<file path="src/rtl/usb_tx_bus_ctrl.sv">
// usb_tx_bus_ctrl: owns the shared USB D+/D- pair for the device transmitter.
// Yields to the receive path, waits out the turnaround, lets the encoder
// drive the data phase, then generates SE0,SE0,J itself before releasing.
module usb_tx_bus_ctrl #(
  parameter int unsigned CLKS_PER_BIT = 4,
  parameter int unsigned TA_BITS      = 2,
  parameter int unsigned MAX_TX_BITS  = 600
) (
  input  logic clk,
  input  logic rst,
  input  logic tx_req,
  input  logic rx_busy,
  input  logic enc_dp,
  input  logic enc_dm,
  input  logic tx_done,
  output logic transmitting,
  output logic transmit_eop,
  output logic d_plus_out,
  output logic d_minus_out,
  output logic tx_grant,
  output logic tx_bit_tick,
  output logic tx_complete,
  output logic tx_error
);

  localparam int unsigned BW  = (CLKS_PER_BIT > 1) ? $clog2(CLKS_PER_BIT) : 1;
  localparam int unsigned WDW = $clog2(MAX_TX_BITS + 1);
  localparam int unsigned TAW = $clog2(TA_BITS + 1);
  // Phase counter doubles as turnaround, EOP and watchdog bit counter.
  localparam int unsigned PW  = (WDW > TAW) ? ((WDW > 2) ? WDW : 2)
                                            : ((TAW > 2) ? TAW : 2);

  typedef enum logic [2:0] {
    IDLE       = 3'd0,
    TURNAROUND = 3'd1,
    DATA       = 3'd2,
    EOP_SE0    = 3'd3,
    EOP_J      = 3'd4
  } state_t;

  state_t         state;
  state_t         state_next;
  logic [BW-1:0]  bcnt;
  logic [PW-1:0]  phase;
  logic           bit_tick;
  logic           err_set;
  logic           complete_set;

  assign bit_tick = (bcnt == BW'(CLKS_PER_BIT - 1));

  // State register; async clear releases the bus immediately.
  always_ff @(posedge clk or posedge rst) begin
    if (rst) begin
      state <= IDLE;
    end else begin
      state <= state_next;
    end
  end

  // Next-state logic plus the one-cycle event flags for error/complete.
  always_comb begin
    state_next   = state;
    err_set      = 1'b0;
    complete_set = 1'b0;
    case (state)
      IDLE: begin
        if (tx_req && !rx_busy) state_next = TURNAROUND;
      end
      TURNAROUND: begin
        if (rx_busy || !tx_req) begin
          state_next = IDLE;
        end else if (bit_tick && (phase == PW'(TA_BITS - 1))) begin
          state_next = DATA;
        end
      end
      DATA: begin
        if (tx_done) begin
          state_next = EOP_SE0;
        end else if (bit_tick && (phase == PW'(MAX_TX_BITS - 1))) begin
          state_next = EOP_SE0;
          err_set    = 1'b1;
        end
      end
      EOP_SE0: begin
        if (bit_tick && (phase == PW'(1))) state_next = EOP_J;
      end
      EOP_J: begin
        if (bit_tick) begin
          state_next   = IDLE;
          complete_set = 1'b1;
        end
      end
      default: state_next = IDLE;
    endcase
  end

  // Bit and phase counters, both cleared on every state change.
  always_ff @(posedge clk or posedge rst) begin
    if (rst) begin
      bcnt  <= '0;
      phase <= '0;
    end else if (state_next != state) begin
      bcnt  <= '0;
      phase <= '0;
    end else begin
      bcnt <= bit_tick ? '0 : bcnt + BW'(1);
      if (bit_tick && (phase != {PW{1'b1}})) phase <= phase + PW'(1);
    end
  end

  // Registered pulses: error in first EOP cycle, complete in first IDLE cycle.
  always_ff @(posedge clk or posedge rst) begin
    if (rst) begin
      tx_error    <= 1'b0;
      tx_complete <= 1'b0;
    end else begin
      tx_error    <= err_set;
      tx_complete <= complete_set;
    end
  end

  // Moore output decode; only the data-phase line values pass straight through.
  always_comb begin
    transmitting = 1'b0;
    tx_grant     = 1'b0;
    transmit_eop = 1'b0;
    tx_bit_tick  = 1'b0;
    d_plus_out   = 1'b1;
    d_minus_out  = 1'b0;
    case (state)
      DATA: begin
        transmitting = 1'b1;
        tx_grant     = 1'b1;
        tx_bit_tick  = bit_tick;
        d_plus_out   = enc_dp;
        d_minus_out  = enc_dm;
      end
      EOP_SE0: begin
        transmit_eop = 1'b1;
        d_plus_out   = 1'b0;
        d_minus_out  = 1'b0;
      end
      EOP_J: begin
        transmit_eop = 1'b1;
      end
      default: ;
    endcase
  end

endmodule
</file>
<file path="config.mk">
export PLATFORM = sky130hd
export DESIGN_NAME = usb_tx_bus_ctrl
export DESIGN_NICKNAME = d
export VERILOG_FILES = /design/src/rtl/usb_tx_bus_ctrl.sv
export SDC_FILE = /design/constraint.sdc
export NUM_CORES = 1
export LEC_CHECK = 0
export ABC_AREA = 0
export BUFFER_PORTS_ARGS = -buffer_cell sky130_fd_sc_hd__buf_2
export CORE_AREA = 2 2 54 56
export CTS_CLUSTER_DIAMETER = 80
export DETAILED_ROUTE_END_ITERATION = 10
export DIE_AREA = 0 0 56 58
export GPL_TIMING_DRIVEN = 0
export PLACE_DENSITY = 0.55
export SLEW_MARGIN = 30
export SYNTH_ARGS = -nofsm -noshare
export SYNTH_HDL_FRONTEND = slang
export SYNTH_SLANG_ARGS = --single-unit
</file>
<file path="constraint.sdc">
create_clock -name clk -period 3.7 [get_ports clk]
set_clock_uncertainty 0.1 [all_clocks]
set_input_delay 0.74 -clock clk [delete_from_list [all_inputs] [get_ports clk]]
set_output_delay 0.74 -clock clk [all_outputs]
set_load 0.05 [all_outputs]
</file>
==> key figures <==
Clock network
  • Cts hold-fix bufs: 0
  • Post-CTS Setup Inserts: 0
  • CTS buffer count: 3
  • Worst-path clk slew: 100 ps
  • CTS root buffer: clkbuf_4
  • CTS tree: built
  • Clock latency on the worst-skew pair: 300 ps
  • H-tree depth: 1
  • Clock sinks: 17
  • Post-CTS Resized: 0
  • Max Root-Sink Buffers: 2

Die
  • Die height: between 50 and 60 um
  • Ports: 15
  • Starting Density: around 38%
  • Die Wd: 56 um
  • CORE AREA: 2663 um2
  • Row cnt: 19
  • Area of the die: 3248 um2

Finish
  • # fillers: ~280
  • Post-route insts no fill: around 160
  • Final Core Density: between 40 and 50%
  • FF/Latch Area: around 430 um2
  • Area Growth Syn to Fin: 13.57%
  • Multi-input gate area: ~510 um2
  • Layout cell share with drive strength beyond 1: 21.88%
  • Antenna fix cells: 0
  • Final instance area: 1141 um2
  • Final Net Count: 139

Synth
  • Mux share of post-synthesis cell area: less than 1%
  • Synth Cell Area: between 1000 and 1500 um2
  • Post-synthesis xor/xnor area fraction: 4.359%
  • Compound-gate portion of the synthesized area: 10.83%
  • Syn Nets: 120
  • Primary FF master, synth: dfrtp_1
  • Synth warnings: 0
  • Synth area leader: dfrtp_1
  • Flops & latches, synth: 17
  • Post-synthesis area per instance: 9.134 um2
  • Synth Area in Simple Gates: 30.88%
  • Synth Instances: 110
  • Synth area leaders: dfrtp_1 42%, nor2_1 5.6%, ha_1 3.7%
  • Register area share after synthesis: 42.34%
  • Async SR Flop Fraction: 100.0%
  • Post-synth EDFFs: 0
  • Post-Synth Adder-Cell Area: ~3.7%
  • Synth top area share: a little over two fifths
  • Largest family of logic cells by synthesized area: simple AND/OR/NAND/NOR gates
  • Post-synth cell types: 37

Drt
  • WL/cell: 12.42 um
  • Routed vias/inst: around 5.3
  • Starting DRT DRC Count: 21
  • Final antenna-violating net count: 0
  • Pre-Repair DR Iteration Count: 4
  • # DRC: 0
  • Via Count: 849
  • Drt total wl: 1974 um

STA
  • WHS: roughly 350 ps
  • Hold Vio Cnt, Final: 0
  • Unrepaired setup endpoints after global routing: false
  • Pins Over Slew Limit: 0
  • Slew HR: a little under three fifths
  • Setup TNS Final: 0 ps
  • Final setup fails: 0
  • FMAX: slightly below 400 MHz
  • Slew of the pin with the lowest slew margin: 655.2 ps
  • Final period util: 69.40%
  • Tmin final: roughly 2600 ps

GRT
  • Met2 GRT Util: 23.36%
  • Gr usage total: ~14%
  • Overflow after GRT: 0
  • Largest net degree at the start of global routing: 18
  • GR Layer Usage met1: 18.44%
  • Vias in the first global route: about 840
  • GRT busiest layer: met2
  • First-pass GRT wire length: approximately 3600 um
  • Initial antenna violation count: 0
  • Met3 usage in global routing: 2.232%

Hold path
  • Hold Path Class: flip-flop to flip-flop
  • Min-delay src: bcnt[0]
  • Hold depth: 1
  • Hold Path Sink: bcnt[0]

Worst setup path
  • Worst reg2reg path depth: 6
  • Critical Path RT: 2860 ps
  • CP arrival: 1730 ps
  • Worst Setup Start Kind: flip-flop
  • Flop-to-flop setup slack: 1370 ps
  • Crit Path Max Fanout: 8
  • Worst r2r dst: phase[8]
  • RR Startpoint: phase[3]
  • Crit Path Class: flip-flop to output pin
  • Critical path capture point type: output pin

Placed design
  • PortBufs: 14
  • Placed cell count: 155
  • Routability cong.: between 0.7 and 0.8
  • DP Area: 1114 um2
  • Hpwl dp: 1510 um

Flow run
  • Max-cap violations: 0

Outcome
  • Status: completed

Power and ir drop
  • Peak VDD IR: 0.0004174 V
  • PwrDens: 635.0 nW/um2
  • Pleak: 0.5334 nW
power by group:
part / leakage [nW] / internal, mW / switching, mW
clock: 0.0177 / 0.0403 / 0.0613
combinational: 0.287 / 0.129 / 0.254
sequential: 0.229 / 0.217 / 0.0236
registers in the layout, indices dropped and copies added (netlist names):
register,cells
bcnt,2
state,3
phase,10
tx_complete,1
tx_error,1
area by class of cell:
class | instances | share of cell area, %
multi-input combinational | 80 | 44.74
inverter | 5 | 1.645
clock buffer | 3 | 1.974
buffer | 8 | 4.386
timing repair buffer | 14 | 6.140
tap | 31 | 3.399
sequential | 17 | 37.28
clock inverter | 1 | 0.4386
layout by cell type (no fill, tap or decap), types with 4 or more instances in the layout:
cell type  instances
nor2_1            15
nand4_1            4
inv_1              5
dfrtp_1           17
buf_2             15
nor3_1             5
nand3_1            5
nand2_1            8
clkbuf_1           4
o21ai_0            4
xor2_1             4
worst max-delay path by stage:
stage,from,cells past startpoint,endpoint,slack (ps)
2_1_floorplan,state[2],4,d_minus_out,890
6_report,bcnt[0],5,tx_bit_tick,1130
3_3_place_gp,rx_busy,7,phase[8],1240
5_1_grt,bcnt[0],5,tx_bit_tick,990
3_5_place_dp,rx_busy,7,phase[8],1200
4_1_cts,bcnt[0],5,tx_bit_tick,1120
Yosys cell counts (all sizes together) (2+ instances only):
cell and n:
and3 3, xor2 4, nand4b 2, nor3b 2
a211oi 2, nor4 3, ha 3, dfrtp 17
clkbuf 4, nor3 6, buf 4, nor2b 2
o21ai 4, nand3 5, nand2 8, o211a 2
nand4 4, inv 5, nor2 15
per-layer routing:
metal	vias up	share of wire, %
met1	390	48
li1	429	-
met3	5	5.3
met5	-	0
met4	0	2.6
met2	25	44
critical path, stage by stage (launching register included):
cell	delay (ps)
dfrtp_1	370
ha_1	140
clkbuf_1	280
inv_1	160
nor3_1	190
buf_2	280
cells by family (layout without fill, tap and decap cells):
group,count (synthesis),count (layout)
multiplexers,1,1
flip-flops,17,17
buffers and inverters,13,31
XOR/XNOR,5,5
AND/OR/NAND/NOR,57,57
adder cells (fa/ha/maj),3,3
AO/OA/AOI/OAI,14,14
metrics by stage:
stage | setup slack, ps | total power [mW]
finish | 1132 | 0.7246
global route | 993.8 | 0.7811
CTS | 1119 | 0.7400
detailed placement | 1197 | 0.6361
global placement | 1239 | 0.6308
floorplan | 891.3 | 0.5570
Power figures use the tool's default switching activity.
